**config.mk**
```make
export PLATFORM = sky130hd
export DESIGN_NAME = par_call_reduce
export DESIGN_NICKNAME = d
export VERILOG_FILES = /design/src/rtl/par_call_pkg.sv /design/src/rtl/par_call_reduce_call_slot.sv /design/src/rtl/par_call_reduce_g.sv /design/src/rtl/par_call_reduce.sv
export SDC_FILE = /design/constraint.sdc
export NUM_CORES = 2
export LEC_CHECK = 0
export CAP_MARGIN = 20
export CORE_MARGIN = 2
export CORE_UTILIZATION = 30
export DETAILED_ROUTE_END_ITERATION = 8
export SETUP_SLACK_MARGIN = 0.5
export SLEW_MARGIN = 20
export SYNTH_ARGS = -nofsm -noshare
export SYNTH_HDL_FRONTEND = slang
export SYNTH_HIERARCHICAL = 1
export SYNTH_SLANG_ARGS = --single-unit
```
**constraint.sdc**
```tcl
create_clock -name clk -period 16.91 [get_ports clk]
set_clock_uncertainty 0.15 [all_clocks]
set_input_delay 1.691 -clock clk [delete_from_list [all_inputs] [get_ports clk]]
set_output_delay 1.691 -clock clk [all_outputs]
set_load 0.01 [all_outputs]
```
**src/rtl/par_call_pkg.sv**
```systemverilog
// Shared types and helpers for the par_call_reduce fan-out/fan-in block.
package par_call_pkg;

    // Top-level sequencing states.
    typedef enum logic [2:0] {
        IDLE,
        LATCH,
        RUN,
        FINISH,
        DRAIN
    } state_t;

    // Cycles after a start pulse during which a unit's done output is stale.
    localparam int GUARD = 2;

    // Widest operand the product helper supports.
    localparam int MAX_W = 64;

    // Ceiling log2 with a floor of one bit, for index and counter widths.
    function automatic int clog2(input int value);
        int bits;
        bits = 1;
        while ((1 << bits) < value) begin
            bits = bits + 1;
        end
        return bits;
    endfunction

    // Full-width product; callers keep the low WIDTH bits.
    function automatic logic [MAX_W-1:0] mulw(input logic [MAX_W-1:0] r,
                                              input logic [MAX_W-1:0] w);
        return r * w;
    endfunction

endpackage

```
**src/rtl/par_call_reduce_call_slot.sv**
```systemverilog
// One execution slot: wraps a g instance and tracks which call it is running,
// masking the stale done level for a short guard window after each start.
module call_slot
    import par_call_pkg::*;
#(
    parameter int WIDTH     = 32,
    parameter int IDX_W     = 2,
    parameter int G_LATENCY = 3,
    parameter int G_VAR_LAT = 0
) (
    input  logic             clk,
    input  logic             reset,
    input  logic             clear,
    input  logic             issue,
    input  logic [WIDTH-1:0] issue_a,
    input  logic [WIDTH-1:0] issue_b,
    input  logic [IDX_W-1:0] issue_idx,
    input  logic             release_unit,
    output logic             free,
    output logic             pending,
    output logic             busy,
    output logic [IDX_W-1:0] slot_idx,
    output logic [WIDTH-1:0] result
);

    logic             start_q;
    logic [WIDTH-1:0] a_q;
    logic [WIDTH-1:0] b_q;
    logic [1:0]       guard_cnt;
    logic             g_done;

    g #(
        .WIDTH  (WIDTH),
        .LATENCY(G_LATENCY),
        .VAR_LAT(G_VAR_LAT)
    ) u_g (
        .clk   (clk),
        .reset (reset),
        .start (start_q),
        .a     (a_q),
        .b     (b_q),
        .done  (g_done),
        .result(result)
    );

    // Slot bookkeeping: one-cycle start pulse on issue, guard countdown, busy until the result is consumed.
    always_ff @(posedge clk) begin
        if (reset) begin
            busy      <= 1'b0;
            start_q   <= 1'b0;
            a_q       <= '0;
            b_q       <= '0;
            slot_idx  <= '0;
            guard_cnt <= '0;
        end else begin
            start_q <= 1'b0;
            if (guard_cnt != 2'd0) begin
                guard_cnt <= guard_cnt - 2'd1;
            end
            if (clear) begin
                busy <= 1'b0;
            end else if (issue) begin
                busy      <= 1'b1;
                start_q   <= 1'b1;
                a_q       <= issue_a;
                b_q       <= issue_b;
                slot_idx  <= issue_idx;
                guard_cnt <= 2'(GUARD);
            end else if (release_unit) begin
                busy <= 1'b0;
            end
        end
    end

    assign free    = !busy;
    assign pending = busy && (guard_cnt == 2'd0) && g_done;

endmodule

```
**src/rtl/par_call_reduce_g.sv**
```systemverilog
// Child compute unit g: multiplies a by b after a fixed (optionally
// operand-dependent) latency. done idles high and result holds while idle.
module g #(
    parameter int WIDTH   = 32,
    parameter int LATENCY = 3,
    parameter int VAR_LAT = 0
) (
    input  logic             clk,
    input  logic             reset,
    input  logic             start,
    input  logic [WIDTH-1:0] a,
    input  logic [WIDTH-1:0] b,
    output logic             done,
    output logic [WIDTH-1:0] result
);

    logic             busy;
    logic [7:0]       cnt;
    logic [7:0]       extra;
    logic [WIDTH-1:0] a_q;
    logic [WIDTH-1:0] b_q;

    // Optional extra latency taken from the low bits of b, so different calls can finish out of order.
    always_comb begin
        extra = 8'd0;
        if (VAR_LAT != 0) begin
            extra = {6'd0, b[1:0]};
        end
    end

    // Accept a start while idle, count down, then publish the product and go idle again.
    always_ff @(posedge clk) begin
        if (reset) begin
            busy   <= 1'b0;
            done   <= 1'b1;
            cnt    <= 8'd0;
            a_q    <= '0;
            b_q    <= '0;
            result <= '0;
        end else if (!busy) begin
            if (start) begin
                busy <= 1'b1;
                done <= 1'b0;
                cnt  <= 8'(LATENCY - 1) + extra;
                a_q  <= a;
                b_q  <= b;
            end
        end else if (cnt == 8'd0) begin
            busy   <= 1'b0;
            done   <= 1'b1;
            result <= a_q * b_q;
        end else begin
            cnt <= cnt - 8'd1;
        end
    end

endmodule

```
**src/rtl/par_call_reduce.sv**
```systemverilog
// Fan-out/fan-in call block: latches N_CALLS operand pairs and weights,
// time-shares them over N_UNITS g instances and returns the weighted sum.
module par_call_reduce
    import par_call_pkg::*;
#(
    parameter int WIDTH     = 32,
    parameter int N_CALLS   = 4,
    parameter int N_UNITS   = 2,
    parameter int WEIGHT_W  = 8,
    parameter int TIMEOUT   = 0,
    parameter int G_LATENCY = 3,
    parameter int G_VAR_LAT = 0
) (
    input  logic                        clk,
    input  logic                        reset,
    input  logic                        start,
    input  logic [N_CALLS*WIDTH-1:0]    x,
    input  logic [N_CALLS*WIDTH-1:0]    y,
    input  logic [N_CALLS*WEIGHT_W-1:0] w,
    output logic [WIDTH-1:0]            result,
    output logic                        done,
    output logic                        error
);

    localparam int IDX_W = clog2(N_CALLS);
    localparam int CNT_W = clog2(N_CALLS + 1);

    state_t state;
    state_t state_next;

    logic [N_CALLS*WIDTH-1:0]    x_q;
    logic [N_CALLS*WIDTH-1:0]    y_q;
    logic [N_CALLS*WEIGHT_W-1:0] w_q;
    logic [CNT_W-1:0]            next_call;
    logic [CNT_W-1:0]            acc_count;
    logic [WIDTH-1:0]            acc;
    logic [WIDTH-1:0]            acc_next;
    logic [31:0]                 wd_cnt;

    logic [N_UNITS-1:0] unit_free;
    logic [N_UNITS-1:0] unit_pending;
    logic [N_UNITS-1:0] unit_busy;
    logic [N_UNITS-1:0] unit_issue;
    logic [N_UNITS-1:0] unit_release;
    logic [IDX_W-1:0]   unit_idx    [N_UNITS];
    logic [WIDTH-1:0]   unit_result [N_UNITS];

    logic             issue_hit;
    logic             acc_hit;
    logic             run_complete;
    logic             timeout_hit;
    logic             drain_ok;
    logic [IDX_W-1:0] issue_idx;
    logic [WIDTH-1:0] issue_a;
    logic [WIDTH-1:0] issue_b;
    logic [WIDTH-1:0] sel_r;
    logic [WEIGHT_W-1:0] sel_w;

    for (genvar u = 0; u < N_UNITS; u++) begin : g_unit
        call_slot #(
            .WIDTH    (WIDTH),
            .IDX_W    (IDX_W),
            .G_LATENCY(G_LATENCY),
            .G_VAR_LAT(G_VAR_LAT)
        ) u_slot (
            .clk         (clk),
            .reset       (reset),
            .clear       (state == LATCH),
            .issue       (unit_issue[u]),
            .issue_a     (issue_a),
            .issue_b     (issue_b),
            .issue_idx   (issue_idx),
            .release_unit(unit_release[u]),
            .free        (unit_free[u]),
            .pending     (unit_pending[u]),
            .busy        (unit_busy[u]),
            .slot_idx    (unit_idx[u]),
            .result      (unit_result[u])
        );
    end

    assign issue_idx    = next_call[IDX_W-1:0];
    assign issue_a      = x_q[issue_idx*WIDTH +: WIDTH];
    assign issue_b      = y_q[issue_idx*WIDTH +: WIDTH];
    assign run_complete = (acc_count == CNT_W'(N_CALLS));
    assign timeout_hit  = (TIMEOUT > 0) && (state == RUN) && !run_complete &&
                          (wd_cnt == 32'(TIMEOUT - 1));
    assign drain_ok     = &(~unit_busy | unit_pending);

    // Issue the next call to the lowest-index free unit, at most one per cycle.
    always_comb begin
        unit_issue = '0;
        issue_hit  = 1'b0;
        if (state == RUN && !timeout_hit && next_call < CNT_W'(N_CALLS)) begin
            for (int u = 0; u < N_UNITS; u++) begin
                if (!issue_hit && unit_free[u]) begin
                    unit_issue[u] = 1'b1;
                    issue_hit     = 1'b1;
                end
            end
        end
    end

    // Fold in the lowest-index completed unit's weighted result, at most one per cycle.
    always_comb begin
        unit_release = '0;
        acc_hit      = 1'b0;
        sel_r        = '0;
        sel_w        = '0;
        if (state == RUN && !timeout_hit) begin
            for (int u = 0; u < N_UNITS; u++) begin
                if (!acc_hit && unit_pending[u]) begin
                    unit_release[u] = 1'b1;
                    acc_hit         = 1'b1;
                    sel_r           = unit_result[u];
                    sel_w           = w_q[unit_idx[u]*WEIGHT_W +: WEIGHT_W];
                end
            end
        end
        acc_next = acc + WIDTH'(mulw(MAX_W'(sel_r), MAX_W'(sel_w)));
    end

    // State register.
    always_ff @(posedge clk) begin
        if (reset) begin
            state <= IDLE;
        end else begin
            state <= state_next;
        end
    end

    // Next-state selection; completion wins over a same-cycle watchdog expiry.
    always_comb begin
        state_next = state;
        case (state)
            IDLE:    if (start) state_next = LATCH;
            LATCH:   state_next = RUN;
            RUN: begin
                if (run_complete) begin
                    state_next = FINISH;
                end else if (timeout_hit) begin
                    state_next = DRAIN;
                end
            end
            FINISH:  state_next = IDLE;
            DRAIN:   if (drain_ok) state_next = IDLE;
            default: state_next = IDLE;
        endcase
    end

    // Datapath and handshake outputs driven by the current state.
    always_ff @(posedge clk) begin
        if (reset) begin
            result    <= '0;
            done      <= 1'b0;
            error     <= 1'b0;
            x_q       <= '0;
            y_q       <= '0;
            w_q       <= '0;
            next_call <= '0;
            acc_count <= '0;
            acc       <= '0;
            wd_cnt    <= '0;
        end else begin
            case (state)
                IDLE: begin
                    if (start) begin
                        done  <= 1'b0;
                        error <= 1'b0;
                    end else begin
                        done <= 1'b1;
                    end
                end
                LATCH: begin
                    x_q       <= x;
                    y_q       <= y;
                    w_q       <= w;
                    next_call <= '0;
                    acc_count <= '0;
                    acc       <= '0;
                    wd_cnt    <= '0;
                end
                RUN: begin
                    wd_cnt <= wd_cnt + 32'd1;
                    if (issue_hit) begin
                        next_call <= next_call + 1'b1;
                    end
                    if (acc_hit) begin
                        acc       <= acc_next;
                        acc_count <= acc_count + 1'b1;
                    end
                    if (timeout_hit) begin
                        result <= acc;
                        error  <= 1'b1;
                    end
                end
                FINISH: begin
                    result <= acc;
                    done   <= 1'b1;
                end
                DRAIN: begin
                    if (drain_ok) begin
                        done <= 1'b1;
                    end
                end
                default: begin
                end
            endcase
        end
    end

endmodule

```
### Word-level counts from Yosys, hierarchy flattened

Cells that the tools add are included.

| storage, ports and cells | value |
|---|---|
| register bits after elaboration | 714 |
| input port bits | 291 |
| output and inout port bits | 34 |
| word-level logic and storage cells | 167 |

| operators by class | value |
|---|---|
| add/sub/neg operators | 7 |
| multipliers | 3 |
| magnitude comparators | 1 |
| equal/unequal tests | 14 |
| shifts and indexed selects | 4 |
| mux-type cells | 61 |
| bitwise gates (word level) | 5 |
| reductions and logical operators | 39 |

Operators with widths:

| kind | count |
|---|---|
| indexed part select 128 x 8 -> 32 bit | 2 |
| two-way mux 32 bit | 4 |
| two-way mux 8 bit | 9 |
| multiplier 32 x 32 -> 32 bit | 2 |
| case mux 32 bit (2 select lines) | 1 |
| indexed part select 32 x 6 -> 8 bit | 2 |
| adder 32 bit | 1 |
| multiplier 32 x 8 -> 32 bit | 1 |
| two-way mux 1 bit | 30 |
| AND reduction 2 bit | 14 |
| logical NOT 8 bit | 2 |
| two-way mux 2 bit | 8 |
| subtractor 8 x 1 -> 8 bit (second input constant) | 2 |
| two-way mux 3 bit | 5 |
| != test 2 bit (second input constant) | 7 |
| nonzero test 2 bit | 7 |
| case mux 3 bit (2 select lines) | 2 |
| case mux 3 bit (4 select lines) | 1 |
| logical AND 1 bit | 7 |
| adder 3 x 1 -> 3 bit (second input constant) | 2 |
| equality test 3 x 2 -> 1 bit (second input constant) | 2 |
| equality test 3 bit (second input constant) | 2 |
| logical NOT 2 bit | 2 |
| != test 2 x 1 -> 1 bit (second input constant) | 2 |
| 12 further kinds | 17 |

### Longest topological paths before layout

| logic depth | value |
|---|---|
| depth after elaboration | 13 |
| depth in mapped cells | 29 |
| depth with buffers taken out | 27 |

### Cells and area by module

The synthesis kept the hierarchy.

Modules (own cells, without submodules):

| module | times used | cells an instance | area each (µm²) | sequential area each (µm²) |
|---|---|---|---|---|
| par_call_reduce | 1 | 2239 | 22277.6 | 7226.9 |
| g (g_unit[0].u_slot.u_g) | 1 | 2222 | 19545.0 | 2122.0 |
| g (g_unit[1].u_slot.u_g) | 1 | 2203 | 19437.4 | 2122.0 |
| call_slot | 2 | 315 | 3134.3 | 1401.3 |

### Worst setup path after synthesis

No wires, ideal clock.

| timing | value |
|---|---|
| kind | reg-to-reg |
| start | reg g_unit[0].u_slot.u_g.a_q[13] |
| end | reg g_unit[0].u_slot.u_g.result[30] |
| library setup time | 0.062 ns |
| arrival | 6.844 ns |
| required time | 16.698 ns |
| path slack | 9.854 ns |
| cell stages (with the launch flop) | 25 |
| buffers on the path | 2 |
| period minus slack after synthesis | 7.056 ns |
| cell sequence | dfxtp_1 -> clkbuf_1 -> clkbuf_1 -> nand2_1 -> fa_1 -> inv_1 -> fa_1 -> fa_1 -> inv_1 -> fa_1 -> inv_1 -> fa_1 -> fa_1 -> fa_1 -> inv_1 -> fa_1 -> inv_1 -> ha_1 -> and4_1 -> nand3_1 -> o311a_1 -> nor3_2 -> a311oi_1 -> or4_1 -> nand3_1 |

| between the ends | value |
|---|---|
| longest elaborated chain between the ends | 1 |

Ends and longest elaborated chain:

| what | RTL line | RTL |
|---|---|---|
| start, declared | par_call_reduce_g.sv:20 | `logic [WIDTH-1:0] a_q;` |
| start signal, assigned | par_call_reduce_g.sv:37 | `a_q <= '0;` |
| start signal, assigned | par_call_reduce_g.sv:45 | `a_q <= a;` |
| multiplier 32 x 32 -> 32 bit | par_call_reduce_g.sv:51 | `result <= a_q * b_q;` |
| end signal, assigned | par_call_reduce_g.sv:51 |  |
| end, declared | par_call_reduce_g.sv:14 | `output logic [WIDTH-1:0] result` |

No other way between the ends.
A chain may end at the register's enable or synchronous reset.

### Worst setup path after layout

| timing | value |
|---|---|
| start | reg g_unit[1].u_slot.busy |
| end | reg acc[30] |

| between the ends | value |
|---|---|
| longest elaborated chain between the ends | 9 |
| elaborated cells between the ends (all ways) | 15 |
| classes of those cells | add/sub: 1; mul: 1; eq/ne: 1; mux: 8; reduce/logical: 4 |

Ends and longest elaborated chain:

| what | RTL line | RTL |
|---|---|---|
| start, declared | par_call_reduce_call_slot.sv:21 | `output logic busy,` |
| start signal, assigned | par_call_reduce_call_slot.sv:49 | `busy <= 1'b0;` |
| start signal, assigned | par_call_reduce_call_slot.sv:61 | `busy <= 1'b0;` |
| start signal, assigned | par_call_reduce_call_slot.sv:63 | `busy <= 1'b1;` |
| logical AND 1 bit * (2 in series) | par_call_reduce_call_slot.sv:76 | `assign pending = busy && (guard_cnt == 2'd0) && g_done;` |
| via unit_pending[1] | par_call_reduce.sv:41 | `logic [N_UNITS-1:0] unit_pending;` |
| logical AND 1 bit * | par_call_reduce.sv:112 | `if (!acc_hit && unit_pending[u]) begin` |
| two-way mux 32 bit or two-way mux 8 bit (tied branches) | par_call_reduce.sv:112 |  |
| two-way mux 32 bit or two-way mux 8 bit (tied branches) | par_call_reduce.sv:110 | `if (state == RUN && !timeout_hit) begin` |
| multiplier 32 x 8 -> 32 bit | par_call_pkg.sv:32 | `return r * w;` |
| adder 32 bit | par_call_reduce.sv:120 | `acc_next = acc + WIDTH'(mulw(MAX_W'(sel_r), MAX_W'(sel_w)));` |
| two-way mux 32 bit | par_call_reduce.sv:188 | `if (acc_hit) begin` |
| case mux 32 bit (2 select lines) | par_call_reduce.sv:165 | `case (state)` |
| end signal, assigned | par_call_reduce.sv:189 | `acc <= acc_next;` |
| end, declared | par_call_reduce.sv:36 | `logic [WIDTH-1:0] acc;` |

Mark *: on every way through the listed nets, which the timed path passes. The rest lies on a longest branch. The select of a mux whose other input is x is not followed.

==> results.toml <==
[clock_network]
clk_latency_ps = 760
postCtsResizedCells = 0
root_buffer = "clkbuf_16"
clockBufferDepth = 3
clk_pin_slew_ps = 60
cts_made_buffers = 81
post-cts-setup-buffers = 0
htree_num_levels = 3
cts_tree = "built"
cts_sinks = 713
cts_hold_buf = 0

[global_route]
gr-total-overflow = 0
grt_pass1_vias = 53400
grt_pass1_wl_um = 320000
grt_start_max_net_pins = 266
antenna_found_initial = 23
groute.usage.overall = 0.179

[finish]
syn2layout_area_growth_pct = 12.6
nNetsFinal = 8899
fin_cells = 10400
fillers = 23100
drive_gt1_frac = 0.0461

[setup_path]
r2r_cells = 24
worstPathRequired_ps = 17340
timing.rr.end = "acc[30]$_SDFFE_PP0P_"
r2r_setup_slack_ps = 9130
crit_fanout = 18
arrival_ps = 8210
crit_path_end_kind = "flop"
r2r-start = "g_unit[1].u_slot/busy$_SDFFE_PP0P_"
worstSetupPathType = "reg -> reg"
crit_path_start_kind = "flop"

[die]
io_pins = 325
die-width_um = 478
die-area_um2 = 229000
core-area_um2 = 224000
die_y_um = 478
rows = 174
start_util = 0.301

[synth]
synth.net_count = 8885
syn_inst = 7294
syn_area_um2 = 67500
synth_area_leaders = "fa_1, dfxtp_1, inv_1, ha_1, and2_1"
yosys.area.top_type = "fa_1"
synth_edf_count = 0
ys_async_sr_fraction = 0
yosysTopAreaCellShare = 0.297
ys_ff_latch = 713
seq_area_frac_synth = 0.211
synth_warnings = 6
synth_ff_type = "dfxtp_1"
avgSynthCellArea_um2 = 9.26
synth_cell_type_count = 88

[sta]
max_freq_mhz = 128
slew_violations = 0
tightest_slew_ps = 1180
min_period_over_period = 0.460
relSlewSlack = 0.214
fin_ws_ps = 9130
rsz0062_at_grt = "false"
setup_viol = 0
tns_ps = 0
hold_viol_final = 0
min_period_ps = 7780

[place]
port_buffers = 323
place_congestion = 0.901
dpl.hpwl_um = 157000
dp_slack_ps = 9170
dpl.cell_count = 10200

[routing]
routed_via_density = 4.79
routed_wirelength_um = 203000
drc = 0
dr.pass1.iters = 6
drtAntennaViolNets = 0
dr.first_iter.drc_count = 3357
vias = 49700
wl_per_cell_um = 19.6

[pwr]
ir_drop_mv = 0.0987
leakagePower_nw = 32.0
power_density_nw_per_um2 = 64.8

[run]
max_cap_viol_count = 0

[min_path]
min-delay-start = "g_unit[1].u_slot/a_q[23]$_SDFFE_PP0P_"
hold_path.class = "reg -> reg"
hold_end = "g_unit[1].u_slot/u_g/a_q[23]$_SDFFE_PP0P_"
hold_depth = 2

[outcome]
status = "completed"
-- area by class of cell --
type | count | area [µm²] | area share
Clock buffer | 120 | 2300 | 0.0303
Multi-Input combinational cell | 5076 | 47500 | 0.625
Antenna cell | 5 | 12.5 | 0.000165
Timing Repair Buffer | 391 | 3790 | 0.0498
Clock inverter | 25 | 455 | 0.00599
Inverter | 1045 | 3920 | 0.0516
Tap cell | 2992 | 3740 | 0.0492
Sequential cell | 713 | 14300 | 0.188
-- per-layer routing --
layer | vias up | global-route usage | part of all wire
met5 | - | 0 | 0.0010
met4 | 32 | 0.0651 | 0.040
met3 | 323 | 0.0288 | 0.052
met2 | 1257 | 0.309 | 0.49
met1 | 25400 | 0.224 | 0.42
li1 | 22700 | - | -
-- layout by cell type (no fill, tap or decap), types with 22 or more instances in the layout --
cell type        instances
nand4bb_1              132
clkbuf_1                26
nand2_1                877
a21oi_1                258
inv_1                 1045
xor2_1                  54
mux4_2                  79
o21ai_1                 39
fa_1                  1002
mux2i_1                328
nor2_1                 566
clkdlybuf4s50_1        322
o21ai_0                138
and2_1                 594
a21o_1                  27
a22oi_1                 49
buf_4                   65
nand2b_1               194
ha_1                   296
nand3_1                 22
dfxtp_1                708
clkbuf_16               81
xnor2_1                139
-- worst max-delay path by stage --
stage | end | slack (ps) | from | cells after the start
floorplan | g_unit[0].u_slot/u_g/result[30]$_SDFFE_PP0P_ | 9850 | g_unit[0].u_slot/u_g/a_q[13]$_SDFFE_PP0P_ | 24
global placement | g_unit[0].u_slot/u_g/result[30]$_SDFFE_PP0P_ | 9240 | g_unit[0].u_slot/u_g/a_q[9]$_SDFFE_PP0P_ | 22
detailed placement | acc[30]$_SDFFE_PP0P_ | 9170 | g_unit[1].u_slot/busy$_SDFFE_PP0P_ | 24
CTS | g_unit[0].u_slot/u_g/result[29]$_SDFFE_PP0P_ | 9110 | g_unit[0].u_slot/u_g/a_q[10]$_SDFFE_PP0P_ | 22
global route | acc[30]$_SDFFE_PP0P_ | 8600 | g_unit[1].u_slot/busy$_SDFFE_PP0P_ | 24
finish | acc[30]$_SDFFE_PP0P_ | 9130 | g_unit[1].u_slot/busy$_SDFFE_PP0P_ | 24
-- through the flow --
stage / util / cell area [µm²] / hold slack [ps] / total power, mW
2_1_floorplan: - / 67500 / 273 / 2.76
3_3_place_gp: 0.327 / 73300 / 288 / 3.11
3_5_place_dp: 0.327 / 73300 / 295 / 3.13
4_1_cts: 0.339 / 76000 / 271 / 4.98
5_1_grt: 0.339 / 76000 / 316 / 5.13
6_report: 0.339 / 76100 / 283 / 4.93
-- cells by family after synthesis --
logic type | count (synthesis) | share of synthesized area
DFF | 713 | 0.211
AOI/OAI and AO/OA | 649 | 0.0585
xor gates and xnor gates | 197 | 0.0262
adders and majority gates | 1300 | 0.352
muxes | 409 | 0.0755
other | 1 | 0.0000555
buffers and inverters | 1505 | 0.0856
and+or+nand+nor | 2520 | 0.191
-- synthesized netlist by cell type (17+ instances only) --
cell	instances
nand4bb_1	132
nand2_1	877
nor2_1	567
clkbuf_1	354
a21o_1	27
a22oi_1	49
o21ai_1	39
fa_1	1002
o21a_1	18
nand3_1	22
inv_1	1045
mux2i_1	328
buf_2	20
xnor2_1	139
nand2b_1	196
buf_1	56
and2_1	595
a21oi_1	258
o21ai_0	138
xor2_1	54
nor2b_1	22
dfxtp_1	713
ha_1	298
nor3_1	17
or2_2	19
mux4_2	79
-- flip-flops by register name (all words and copies together), names as in the netlist --
name                      count
g_unit.u_slot/u_g/a_q        64
w_q                          32
g_unit.u_slot/guard_cnt       4
g_unit.u_slot/u_g/done        2
g_unit.u_slot/start_q         2
g_unit.u_slot/busy            2
x_q                         128
acc_count                     3
acc                          32
g_unit.u_slot/u_g/result     64
g_unit.u_slot/b_q            64
g_unit.u_slot/u_g/cnt        16
state                         2
g_unit.u_slot/u_g/busy        2
done                          1
g_unit.u_slot/a_q            64
y_q                         128
result                       32
next_call                     3
g_unit.u_slot/u_g/b_q        64
g_unit.u_slot/slot_idx        4
-- critical path: stages (launching register included) --
cell and delay (ps):
dfxtp_1 320, inv_1 70, nor4b_2 480, nor2b_1 530, a22oi_1 150, nor2b_2 760
buf_4 400, nand2b_1 120, fa_1 520, inv_1 50, fa_1 480, fa_1 540
inv_1 50, fa_1 470, inv_1 40, ha_1 350, a21o_1 190, a21o_1 170
a21oi_1 120, o21ai_0 180, o211ai_1 480, a21oi_1 170, a2111oi_0 560, mux2i_1 240
nand2_1 60
-- power breakdown --
group | switching [mW] | total (mW) | internal [mW]
sequential | 0.147 | 2.00 | 1.85
combinational | 0.591 | 1.10 | 0.509
clock | 0.793 | 1.83 | 1.04
Note: power is estimated with default switching activity, not from simulation.
